$ cat src/rtl/alu_share_arbiter_if.sv
// Bus bundle for alu_share_arbiter: two request ports, two response
// handshakes, the shared result bus and the busy flag.
// slave  = arbiter side, master = requester side.
interface alu_share_arbiter_if;
  logic        req0_valid;
  logic        req0_ready;
  logic [1:0]  req0_op;
  logic [31:0] req0_a;
  logic [31:0] req0_b;
  logic        req1_valid;
  logic        req1_ready;
  logic [1:0]  req1_op;
  logic [31:0] req1_a;
  logic [31:0] req1_b;
  logic        rsp0_valid;
  logic        rsp0_ready;
  logic        rsp1_valid;
  logic        rsp1_ready;
  logic [31:0] rsp_data;
  logic        rsp_ovf;
  logic        busy;

  modport slave (
    input  req0_valid, req0_op, req0_a, req0_b,
    input  req1_valid, req1_op, req1_a, req1_b,
    input  rsp0_ready, rsp1_ready,
    output req0_ready, req1_ready,
    output rsp0_valid, rsp1_valid, rsp_data, rsp_ovf, busy
  );

  modport master (
    output req0_valid, req0_op, req0_a, req0_b,
    output req1_valid, req1_op, req1_a, req1_b,
    output rsp0_ready, rsp1_ready,
    input  req0_ready, req1_ready,
    input  rsp0_valid, rsp1_valid, rsp_data, rsp_ovf, busy
  );
endinterface

$ cat src/rtl/alu_share_arbiter.sv
// Two-port arbiter in front of one shared 32-bit adder/subtractor.
// Ops: 00 ADD, 01 SUB, 10 SLT (signed), 11 = SLTU when ALU_ARB_SLTU_EN is
// defined, otherwise identical to SLT.
// FIXED_PRIO = 0: round-robin on contention; 1: port 0 always wins.
module alu_share_arbiter #(
  parameter int unsigned FIXED_PRIO = 0
) (
  input logic             clk,
  input logic             rst_n,
  alu_share_arbiter_if.slave bus
);

  typedef enum logic [1:0] {IDLE, EXEC, RESP} state_t;

  state_t      state;
  logic        last_grant;
  logic        port_q;
  logic [1:0]  op_q;
  logic [31:0] a_q;
  logic [31:0] b_q;
  logic [31:0] data_q;
  logic        ovf_q;
  logic        rsp0_valid_q;
  logic        rsp1_valid_q;

  logic        grant_port;
  logic        accept;

  logic        sub_mode;
  logic [31:0] b_x;
  logic [31:0] sum;
  logic        sum_ovf;
  logic [31:0] alu_res;
  logic        alu_ovf;
`ifdef ALU_ARB_SLTU_EN
  logic        carry;
`endif

  // Grant selection; ready is gated by rst_n so it drops the instant reset asserts
  always_comb begin
    grant_port = 1'b0;
    if (bus.req0_valid && bus.req1_valid)
      grant_port = (FIXED_PRIO != 0) ? 1'b0 : ~last_grant;
    else
      grant_port = bus.req1_valid;
    accept = (state == IDLE) && rst_n && (bus.req0_valid || bus.req1_valid);
  end

  assign bus.req0_ready = accept & ~grant_port;
  assign bus.req1_ready = accept &  grant_port;
  assign bus.rsp0_valid = rsp0_valid_q;
  assign bus.rsp1_valid = rsp1_valid_q;
  assign bus.rsp_data   = data_q;
  assign bus.rsp_ovf    = ovf_q;
  assign bus.busy       = (state != IDLE);

  // Shared adder: subtraction and both compares use a + ~b + 1
  always_comb begin
    sub_mode = (op_q != 2'b00);
    b_x      = sub_mode ? ~b_q : b_q;
`ifdef ALU_ARB_SLTU_EN
    {carry, sum} = {1'b0, a_q} + {1'b0, b_x} + {32'd0, sub_mode};
`else
    sum = a_q + b_x + {31'd0, sub_mode};
`endif
    // with b_x already inverted for SUB, one rule covers both ADD and SUB
    sum_ovf = (a_q[31] == b_x[31]) && (sum[31] != a_q[31]);
    alu_res = sum;
    alu_ovf = sum_ovf;
    case (op_q)
      2'b00, 2'b01: begin
        alu_res = sum;
        alu_ovf = sum_ovf;
      end
      2'b10: begin
        alu_res = {31'd0, sum[31] ^ sum_ovf};
        alu_ovf = 1'b0;
      end
      default: begin
`ifdef ALU_ARB_SLTU_EN
        alu_res = {31'd0, ~carry};
`else
        alu_res = {31'd0, sum[31] ^ sum_ovf};
`endif
        alu_ovf = 1'b0;
      end
    endcase
  end

  // Control FSM: IDLE accepts, EXEC computes for one cycle, RESP waits for the consumer
  always_ff @(posedge clk or negedge rst_n) begin
    if (!rst_n) begin
      state        <= IDLE;
      last_grant   <= 1'b1;
      port_q       <= 1'b0;
      op_q         <= '0;
      a_q          <= '0;
      b_q          <= '0;
      data_q       <= '0;
      ovf_q        <= 1'b0;
      rsp0_valid_q <= 1'b0;
      rsp1_valid_q <= 1'b0;
    end else begin
      case (state)
        IDLE: begin
          if (accept) begin
            port_q     <= grant_port;
            last_grant <= grant_port;
            op_q       <= grant_port ? bus.req1_op : bus.req0_op;
            a_q        <= grant_port ? bus.req1_a  : bus.req0_a;
            b_q        <= grant_port ? bus.req1_b  : bus.req0_b;
            state      <= EXEC;
          end
        end
        EXEC: begin
          data_q       <= alu_res;
          ovf_q        <= alu_ovf;
          rsp0_valid_q <= ~port_q;
          rsp1_valid_q <=  port_q;
          state        <= RESP;
        end
        RESP: begin
          if ((rsp0_valid_q && bus.rsp0_ready) || (rsp1_valid_q && bus.rsp1_ready)) begin
            rsp0_valid_q <= 1'b0;
            rsp1_valid_q <= 1'b0;
            state        <= IDLE;
          end
        end
        default: state <= IDLE;
      endcase
    end
  end

endmodule

$ cat src/flat_wrapper.sv
// flat-port wrapper written by rule: the top's interface ports become plain ports
module alu_share_arbiter_flat 
#(
  parameter int unsigned FIXED_PRIO = 0
)
  (clk, rst_n, bus_req0_valid, bus_req0_op, bus_req0_a, bus_req0_b, bus_req1_valid, bus_req1_op, bus_req1_a, bus_req1_b, bus_rsp0_ready, bus_rsp1_ready, bus_req0_ready, bus_req1_ready, bus_rsp0_valid, bus_rsp1_valid, bus_rsp_data, bus_rsp_ovf, bus_busy);
  alu_share_arbiter_if bus_i ();
  input logic clk;
  input logic rst_n;
  input wire logic [$bits(bus_i.req0_valid)-1:0] bus_req0_valid;
  input wire logic [$bits(bus_i.req0_op)-1:0] bus_req0_op;
  input wire logic [$bits(bus_i.req0_a)-1:0] bus_req0_a;
  input wire logic [$bits(bus_i.req0_b)-1:0] bus_req0_b;
  input wire logic [$bits(bus_i.req1_valid)-1:0] bus_req1_valid;
  input wire logic [$bits(bus_i.req1_op)-1:0] bus_req1_op;
  input wire logic [$bits(bus_i.req1_a)-1:0] bus_req1_a;
  input wire logic [$bits(bus_i.req1_b)-1:0] bus_req1_b;
  input wire logic [$bits(bus_i.rsp0_ready)-1:0] bus_rsp0_ready;
  input wire logic [$bits(bus_i.rsp1_ready)-1:0] bus_rsp1_ready;
  output wire logic [$bits(bus_i.req0_ready)-1:0] bus_req0_ready;
  output wire logic [$bits(bus_i.req1_ready)-1:0] bus_req1_ready;
  output wire logic [$bits(bus_i.rsp0_valid)-1:0] bus_rsp0_valid;
  output wire logic [$bits(bus_i.rsp1_valid)-1:0] bus_rsp1_valid;
  output wire logic [$bits(bus_i.rsp_data)-1:0] bus_rsp_data;
  output wire logic [$bits(bus_i.rsp_ovf)-1:0] bus_rsp_ovf;
  output wire logic [$bits(bus_i.busy)-1:0] bus_busy;
  assign bus_i.req0_valid = bus_req0_valid;
  assign bus_i.req0_op = bus_req0_op;
  assign bus_i.req0_a = bus_req0_a;
  assign bus_i.req0_b = bus_req0_b;
  assign bus_i.req1_valid = bus_req1_valid;
  assign bus_i.req1_op = bus_req1_op;
  assign bus_i.req1_a = bus_req1_a;
  assign bus_i.req1_b = bus_req1_b;
  assign bus_i.rsp0_ready = bus_rsp0_ready;
  assign bus_i.rsp1_ready = bus_rsp1_ready;
  assign bus_req0_ready = bus_i.req0_ready;
  assign bus_req1_ready = bus_i.req1_ready;
  assign bus_rsp0_valid = bus_i.rsp0_valid;
  assign bus_rsp1_valid = bus_i.rsp1_valid;
  assign bus_rsp_data = bus_i.rsp_data;
  assign bus_rsp_ovf = bus_i.rsp_ovf;
  assign bus_busy = bus_i.busy;
  alu_share_arbiter #(.FIXED_PRIO(FIXED_PRIO)) u_core (.clk(clk), .rst_n(rst_n), .bus(bus_i));
endmodule
$ cat config.mk
export PLATFORM = sky130hd
export DESIGN_NAME = alu_share_arbiter_flat
export DESIGN_NICKNAME = d
export VERILOG_FILES = /design/src/rtl/alu_share_arbiter_if.sv /design/src/rtl/alu_share_arbiter.sv /design/src/flat_wrapper.sv
export SDC_FILE = /design/constraint.sdc
export NUM_CORES = 1
export LEC_CHECK = 0
export CELL_PAD_IN_SITES_DETAIL_PLACEMENT = 1
export CELL_PAD_IN_SITES_GLOBAL_PLACEMENT = 2
export CORE_MARGIN = 2
export CORE_UTILIZATION = 29
export CTS_CLUSTER_DIAMETER = 50
export DETAILED_ROUTE_END_ITERATION = 7
export GPL_TIMING_DRIVEN = 1
export PLACE_DENSITY_LB_ADDON = 0.3
export SYNTH_ARGS = -nofsm -noshare
export SYNTH_HDL_FRONTEND = slang
export SYNTH_SLANG_ARGS = --single-unit
$ cat constraint.sdc
create_clock -name clk -period 3.7 [get_ports clk]
set_input_delay 0.555 -clock clk [delete_from_list [all_inputs] [get_ports clk]]
set_output_delay 0.555 -clock clk [all_outputs]
set_load 0.005 [all_outputs]
* Word-level counts from Yosys, hierarchy flattened
Index checks and enable logic that the tools add are counted.
Storage, ports and cells: bits in registers 105, logic and storage cells 56
Operators by class: $add $sub $neg 2, equality and inequality tests 7, mux-type cells 13, bitwise operators 7, reduce and logical (&&, ||, !) cells 17
Operators by type and width (number):
- two-way mux 32 bit | 4
- adder 32 x 1 -> 32 bit | 1
- adder 32 bit | 1
- NOT 32 bit | 1
- logical AND 1 bit | 6
- two-way mux 2 bit | 3
- case mux 2 bit (3 select lines) | 1
- AND reduction 2 bit | 3
- nonzero test 2 bit | 3
- equality test 2 x 1 -> 1 bit (second input constant) | 2
- zero test 2 bit | 2
- != test 2 x 1 -> 1 bit (second input constant) | 2
- case mux 1 bit (2 select lines) | 2
- two-way mux 1 bit | 3
- NOT 1 bit | 3
- AND 1 bit | 2
- equality test 2 bit (second input constant) | 1
- logical OR 1 bit | 2
- OR reduction 2 bit | 1
- equality test 1 bit | 1
- != test 1 bit | 1
- XOR 1 bit | 1

* Longest topological paths before layout
Gate-level depths: netlist (run 1).
depth after elaboration 8, depth in mapped cells 13, mapped depth without buffers 12

* Worst setup path after synthesis (run 1)
Ideal clock, no wire load.
path type register to register, start point reg u_core.op_q[1], end point reg u_core.data_q[27], in the netlist u_core.bus.rsp_data[27], setup time 124 ps, arrival 3320 ps, required time 3576 ps, path slack 256 ps, cell stages (with the launch flop) 13, buffers on the path 1, path through dfrtp_1 nor2_1 buf_1 xnor2_1 ha_1 a21oi_1 nand2_1 a221oi_1 a211oi_1 or2_1 o211a_1 a211o_1 a211o_1
Between the ends: word-level cells in the longest chain between the ends 5, elaborated cells between the ends (all ways) 8
Ends and longest elaborated chain:
- from (decl) | line alu_share_arbiter.sv:18 | logic [1:0] op_q;
- from (signal assigned) | line alu_share_arbiter.sv:109 | op_q <= grant_port ? bus.req1_op : bus.req0_op;
- nonzero test 2 bit | line alu_share_arbiter.sv:59 | sub_mode = (op_q != 2'b00);
- two-way mux 32 bit | line alu_share_arbiter.sv:60 | b_x = sub_mode ? ~b_q : b_q;
- adder 32 bit | line alu_share_arbiter.sv:64 | sum = a_q + b_x + {31'd0, sub_mode};
- adder 32 x 1 -> 32 bit | line alu_share_arbiter.sv:64
- two-way mux 32 bit (*)
- to (signal assigned) | line alu_share_arbiter.sv:116 | data_q <= alu_res;
- to (decl) | line alu_share_arbiter.sv:21 | logic [31:0] data_q;
Mark *: on every way between the ends. The rest lies on a longest branch, timed or not. A chain may end at the register's enable or synchronous reset.

* Final worst setup path (run 1)
start point reg u_core.op_q[0], end point reg u_core.data_q[27], in the netlist u_core.bus.rsp_data[27]
The elaborated chain is that of the path after synthesis.

==> results of run 1 <==
-- power by group --
part           switching (uW)  internal, uW  total, uW
sequential                418          1670       2090
combinational            3800          2860       6660
clock                     451           800       1250
-- critical path: cells and delay by family (launching register included) --
kind	cells	cell delay, ns
xor+xnor	1	0.13
fa+ha+maj	1	0.32
flops	1	0.42
simple gates	3	0.54
buf+inv	1	0.18
compound gates	6	1.79
-- state kept, by name (all words and copies together) (netlist names) --
signal and flops:
u_core.a_q 32, u_core.b_q 32, u_core.bus.rsp0_valid 1, u_core.bus.rsp1_valid 1, u_core.bus.rsp_data 32, u_core.bus.rsp_ovf 1, u_core.last_grant 1, u_core.op_q 2
u_core.port_q 1, u_core.state 2
-- cell usage after synthesis, drive strengths merged, types with 3 or more instances --
cell	count	area [um^2]
xnor2	45	394
nand2b	6	37.5
o21ai	90	450
a21o	13	97.6
a211oi	5	37.5
buf	7	26.3
clkbuf	32	120
nand2	104	390
o21bai	4	30.0
or2	6	37.5
inv	13	48.8
a22o	23	201
nor3	7	35.0
ha	30	375
xor2	10	87.6
a221oi	3	26.3
nor2b	6	37.5
o31ai	9	67.6
o41ai	3	26.3
a21oi	34	170
nor2	22	82.6
mux2i	67	671
nand3	4	20.0
dfrtp	104	2600
or3	3	18.8
nand4	5	31.3
-- metrics by stage --
| stage | setup slack, ns | hold slack [ns] | utilization (%) |
|---|---|---|---|
| after floorplan | 0.256 | 0.259 | - |
| after global placement | 0.291 | 0.469 | 39.0 |
| after detailed placement | 0.117 | 0.470 | 39.0 |
| after CTS | 0.0934 | 0.383 | 40.8 |
| after global routing | 0.0361 | 0.398 | 40.9 |
| final | 0.226 | 0.346 | 40.9 |
-- repair_timing --
item	CTS	global route
hold buffers	0	0
setup buffers	0	3
endpoints found under the setup margin	0	4
-- logic make-up after synthesis --
kind of cell	count (synthesis)
AO/OA/AOI/OAI	203
adder cells (fa/ha/maj)	32
multiplexers	67
flip-flops	105
buffers and inverters	52
AND/OR/NAND/NOR	171
XOR/XNOR	55
-- metal layers --
metal	part of all wire (%)	global-route usage, %	vias up
li1	-	-	2770
met1	51	25.0	2620
met2	45	26.6	117
met3	3.0	2.19	15
met4	1.1	3.97	0
met5	0	0	-
-- cell type report --
class,count,area (um^2),area share (%)
Clock buffer,9,225,2.53
Timing Repair Buffer,191,1880,21.1
Sequential cell,105,2630,29.5
Tap cell,280,350,3.93
Clock inverter,7,166,1.87
Inverter,13,48.8,0.548
Multi-Input combinational cell,528,3610,40.5
-- how the worst max path moves through the flow --
stage,from,endpoint,slack (ns)
2_1_floorplan,u_core.op_q[1],u_core.bus.rsp_data[27],0.26
3_3_place_gp,u_core.op_q[1],u_core.bus.rsp_data[0],0.29
3_5_place_dp,u_core.op_q[1],u_core.bus.rsp_data[0],0.12
4_1_cts,u_core.op_q[1],u_core.bus.rsp_data[0],0.09
5_1_grt,u_core.op_q[0],u_core.bus.rsp_data[0],0.04
6_report,u_core.op_q[0],u_core.bus.rsp_data[27],0.23
==> flow_summary.yaml, run 1 <==
run_status:
  status: "completed"
synth:
  ys_async_sr_fraction_pct: 100
  yosysUniqueCellTypes: 50
  yosys_most_used_dff: "dfrtp_1"
  yosys_warnings: 0
  synth_xor_area_share_pct: 7.52
  synth_top_family_by_area: "compound AO/OA/AOI/OAI gates"
  synth_compound_area_share_pct: 19.9
  synth_edf_count: 0
  synth_area_mm2: 0.00640
  ys_ff_latch: 105
  synth-adder-area-share_pct: 6.33
  yosys.area_share.simple_pct: 11.7
  ys_seq_area_share_pct: 41.1
  syn-num-nets: 854
  syn_inst: 685
  synth_area_per_cell_um2: 9.35
  synth.mux.area_fraction_pct: 10.5
setup_path:
  reg2reg_to: "u_core.bus.rsp_data[27]"
  end_kind: "register"
  critPathSlowestCell: "a221oi_1"
  cp.arrival_ns: 3.72
  cp_data_required_time_ns: 3.94
  crit_top_cell: "a211o_1"
  critPathMaxStageDelay_ns: 0.49
  start_kind: "register"
  r2r_start: "u_core.op_q[0]"
  path_max_fanout: 6
  path_class: "reg -> reg"
  path_cells: "nor2_4 -> buf_4 -> xnor2_1 -> ha_1 -> a21oi_1 -> nand2_1 -> a221oi_1 -> a211oi_1 -> or2_1 -> o211a_1 -> a211o_1 -> a211o_1"
  r2r_slack_ns: 0.23
  reg2reg_depth: 12
clock_tree:
  clock_sinks: 105
  root_buffer: "clkbuf_16"
  htree_levels: 3
  clk_path_buf_depth: 2
  clk_pin_slew_ns: 0.07
  clk_latency_ns: 0.35
  cts_resized: 0
  cts_buffers: 9
  cts_tree: "built"
placement:
  io_buffers: 175
  dp_hpwl_mm: 15.8
  place_area_mm2: 0.00849
  place_congestion: 0.840
  dp.cells: 1114
cells_and_area:
  antenna_cells: 0
  fin_area_mm2: 0.00891
  areaGrowthSynthToFinish_pct: 39.1
  finalNetCount: 1017
  finalNonFillerCells: 1133
  drive_above_1_share_pct: 5.16
  fillCellCount: 2446
  final_cell_mix: "174 x clkdlybuf4s50_1, 104 x dfrtp_1, 103 x nand2_1, 90 x o21ai_0, 67 x mux2i_1"
  layout.cells.most_common: "clkdlybuf4s50_1"
power:
  leakage_uw: 0.00395
  ir_worst_vdd_mv: 0.340
  pwr_density_cell_mw_per_mm2: 1120
  power_uw: 10000
sta:
  tns_ns: 0
  fin_skew_ns: 0.00872
  layout_min_cycle_time_ns: 3.47
  setup_viol: 0
  fmax_mhz: 288
  slew_headroom_pct: 49.8
  rsz0062_at_grt: "false"
  period_share_pct: 93.9
  slew_violations: 0
  hold_viol_final: 0
  tightest_slew_ns: 0.753
floorplan:
  start_util_pct: 29.4
  num_rows: 54
  die_h_um: 153
  core_mm2: 0.0218
  num_io_pins: 176
  dieWidth_um: 153
  dieArea_mm2: 0.0233
route:
  avgRoutedWirePerCell_um: 17.4
  finalWirelength_mm: 19.7
  antenna_left: 0
  drt_iter0_drc: 169
  via_count: 5522
  drc: 0
  first_pass_iters: 4
  avgViaCountPerCell: 4.87
global_route:
  grt_max_degree: 77
  grt.total_usage_pct: 17.0
  antenna_found_initial: 0
  grt.overflow.total: 0
  grt_pass1_wl_mm: 31.8
  grt_pass1_vias: 5899
run:
  maxCapViolCount: 0
min_path:
  hold_class: "in -> async"
Power figures use the tool's default switching activity.
==> run 2: changes to the inputs <==
ABC_CLOCK_PERIOD_IN_PS = 3700   (was not set)
CAP_MARGIN = 30   (was not set)
==> results of run 2 <==
The final DEF is identical to that of run 1; final timing and power are the same.
==> run 3: changes to the inputs <==
ABC_AREA = 0   (was not set)
CORE_MARGIN = not set   (was 2)
CORE_UTILIZATION = 38   (was 29)
DONT_BUFFER_PORTS = 1   (was not set)
==> flow_summary.yaml, run 3 (same netlist as run 1, synthesis figures left out) <==
sta:
  slew_violations: 0
  hold-worst-slack_ns: 0.0461
  tightest_slew_ns: 0.640
  fin_skew_ns: 0.00846
  fmax_mhz: 289
  rsz0062_at_grt: "false"
  hold_viol_final: 0
  slew_headroom_pct: 56.2
  period_share_pct: 93.7
  tns_ns: 0
  setup_viol: 0
  layout_min_cycle_time_ns: 3.47
clock_tree:
  cts_tree: "built"
  cts_buffers: 9
  clock_sinks: 105
  root_buffer: "clkbuf_16"
  clk_path_buf_depth: 2
  clk_latency_ns: 0.35
  clk_pin_slew_ns: 0.07
  htree_levels: 3
setup_path:
  critPathSlowestCell: "dfrtp_1"
  r2r_start: "u_core.op_q[0]"
  path_cells: "nor2_4 -> buf_4 -> xnor2_1 -> ha_1 -> a21o_1 -> a41o_1 -> o211ai_2 -> a211oi_1 -> or2_1 -> o211a_1 -> a211o_1 -> a211o_1"
  r2r_slack_ns: 0.23
  worstSetupStartpoint: "u_core.op_q[0]"
  end_kind: "register"
  critPathMaxStageDelay_ns: 0.42
  reg2reg_depth: 12
  start_kind: "register"
  path_class: "reg -> reg"
  path_max_fanout: 8
  cp.arrival_ns: 3.70
  crit_end: "u_core.bus.rsp_data[27]"
  reg2reg_to: "u_core.bus.rsp_data[27]"
  cp_data_required_time_ns: 3.94
  crit_top_cell: "a211o_1"
run_status:
  status: "completed"
floorplan:
  die_h_um: 132
  num_rows: 47
  dieArea_mm2: 0.0174
  dieWidth_um: 132
  core_mm2: 0.0165
  start_util_pct: 38.7
  num_io_pins: 176
route:
  finalWirelength_mm: 17.5
  via_count: 4896
  avgRoutedWirePerCell_um: 19.5
  avgViaCountPerCell: 5.46
  drc: 0
  drt_iter0_drc: 214
  first_pass_iters: 6
  antenna_left: 0
cells_and_area:
  drive_above_1_share_pct: 5.92
  multiInputGateArea_mm2: 0.00362
  layout.cells.most_common: "dfrtp_1"
  antenna_cells: 0
  areaGrowthSynthToFinish_pct: 9.42
  final_cell_mix: "104 x dfrtp_1, 103 x nand2_1, 90 x o21ai_0, 67 x mux2i_1, 45 x xnor2_1"
  fillCellCount: 1870
  finalNetCount: 840
  post-route-util_pct: 42.4
  regArea_mm2: 0.00263
global_route:
  grt_max_degree: 105
  antenna_found_initial: 0
  grt.total_usage_pct: 20.6
  grt.overflow.total: 0
  grt_pass1_vias: 4891
  grt_pass1_wl_mm: 27.7
min_path:
  hold_class: "in -> async"
placement:
  io_buffers: 0
  dp_hpwl_mm: 13.5
  place_congestion: 0.821
run:
  maxCapViolCount: 0
## run 3: changes by cell type in the layout (fill, tap and decap cells not counted), moves of 2 or more
cell and delta:
clkbuf_8 +3, buf_4 -5, clkdlybuf4s50_1 -174, clkbuf_1 +2, bufinv_16 -5
## run 3: cell type report
type | count | share of cell area, %
clock inverters | 2 | 0.179
repair buffers | 14 | 2.14
well taps | 220 | 3.93
flip-flops and latches | 105 | 37.5
clock buffers | 14 | 3.91
multi-input cells | 528 | 51.6
inverters | 13 | 0.697
## run 3: through the flow
step	cells	cell area (um^2)	setup slack (ns)
floorplan	685	6400	0.256
global placement	875	6650	0.250
detailed placement	875	6650	0.138
CTS	892	6960	0.120
global route	896	7010	0.0558
finish	896	7010	0.235
## run 3: metal layers
layer	wire (um)	global-route usage (%)	vias to the layer above
met5	0	0	-
met4	200	5.88	0
met3	641	3.08	10
met2	7000	28.4	114
met1	9650	32.6	2365
li1	-	-	2407
## run 3: how the worst min path moves through the flow
| stage | start | to | cells after the start |
|---|---|---|---|
| final | rst_n | u_core.last_grant | 0 |
| after global routing | rst_n | u_core.last_grant | 0 |
| after CTS | rst_n | u_core.last_grant | 0 |
| after detailed placement | rst_n | u_core.bus.rsp_data[8] | 0 |
| after global placement | rst_n | u_core.bus.rsp_data[9] | 0 |
| after floorplan | rst_n | u_core.a_q[0] | 0 |
## run 3: critical path: cells and delay by family (launching register included)
family          cells  cell delay (ns)
fa+ha+maj           1             0.34
flops               1             0.42
buf+inv             1             0.17
simple gates        2             0.53
compound gates      7             1.70
xor+xnor            1             0.18
## run 3: timing repair
item                                   4_1_cts  5_1_grt
endpoints found under the hold margin      104        0
setup buffers                                0        4
hold buffers                                 1        0
setup endpoints to repair                    0        4
resized for setup                            0        2
Power of run 3 is left out: the tool's default activity adds up to more than one toggle a clock period on the data nets, which glitch-free logic cannot reach.
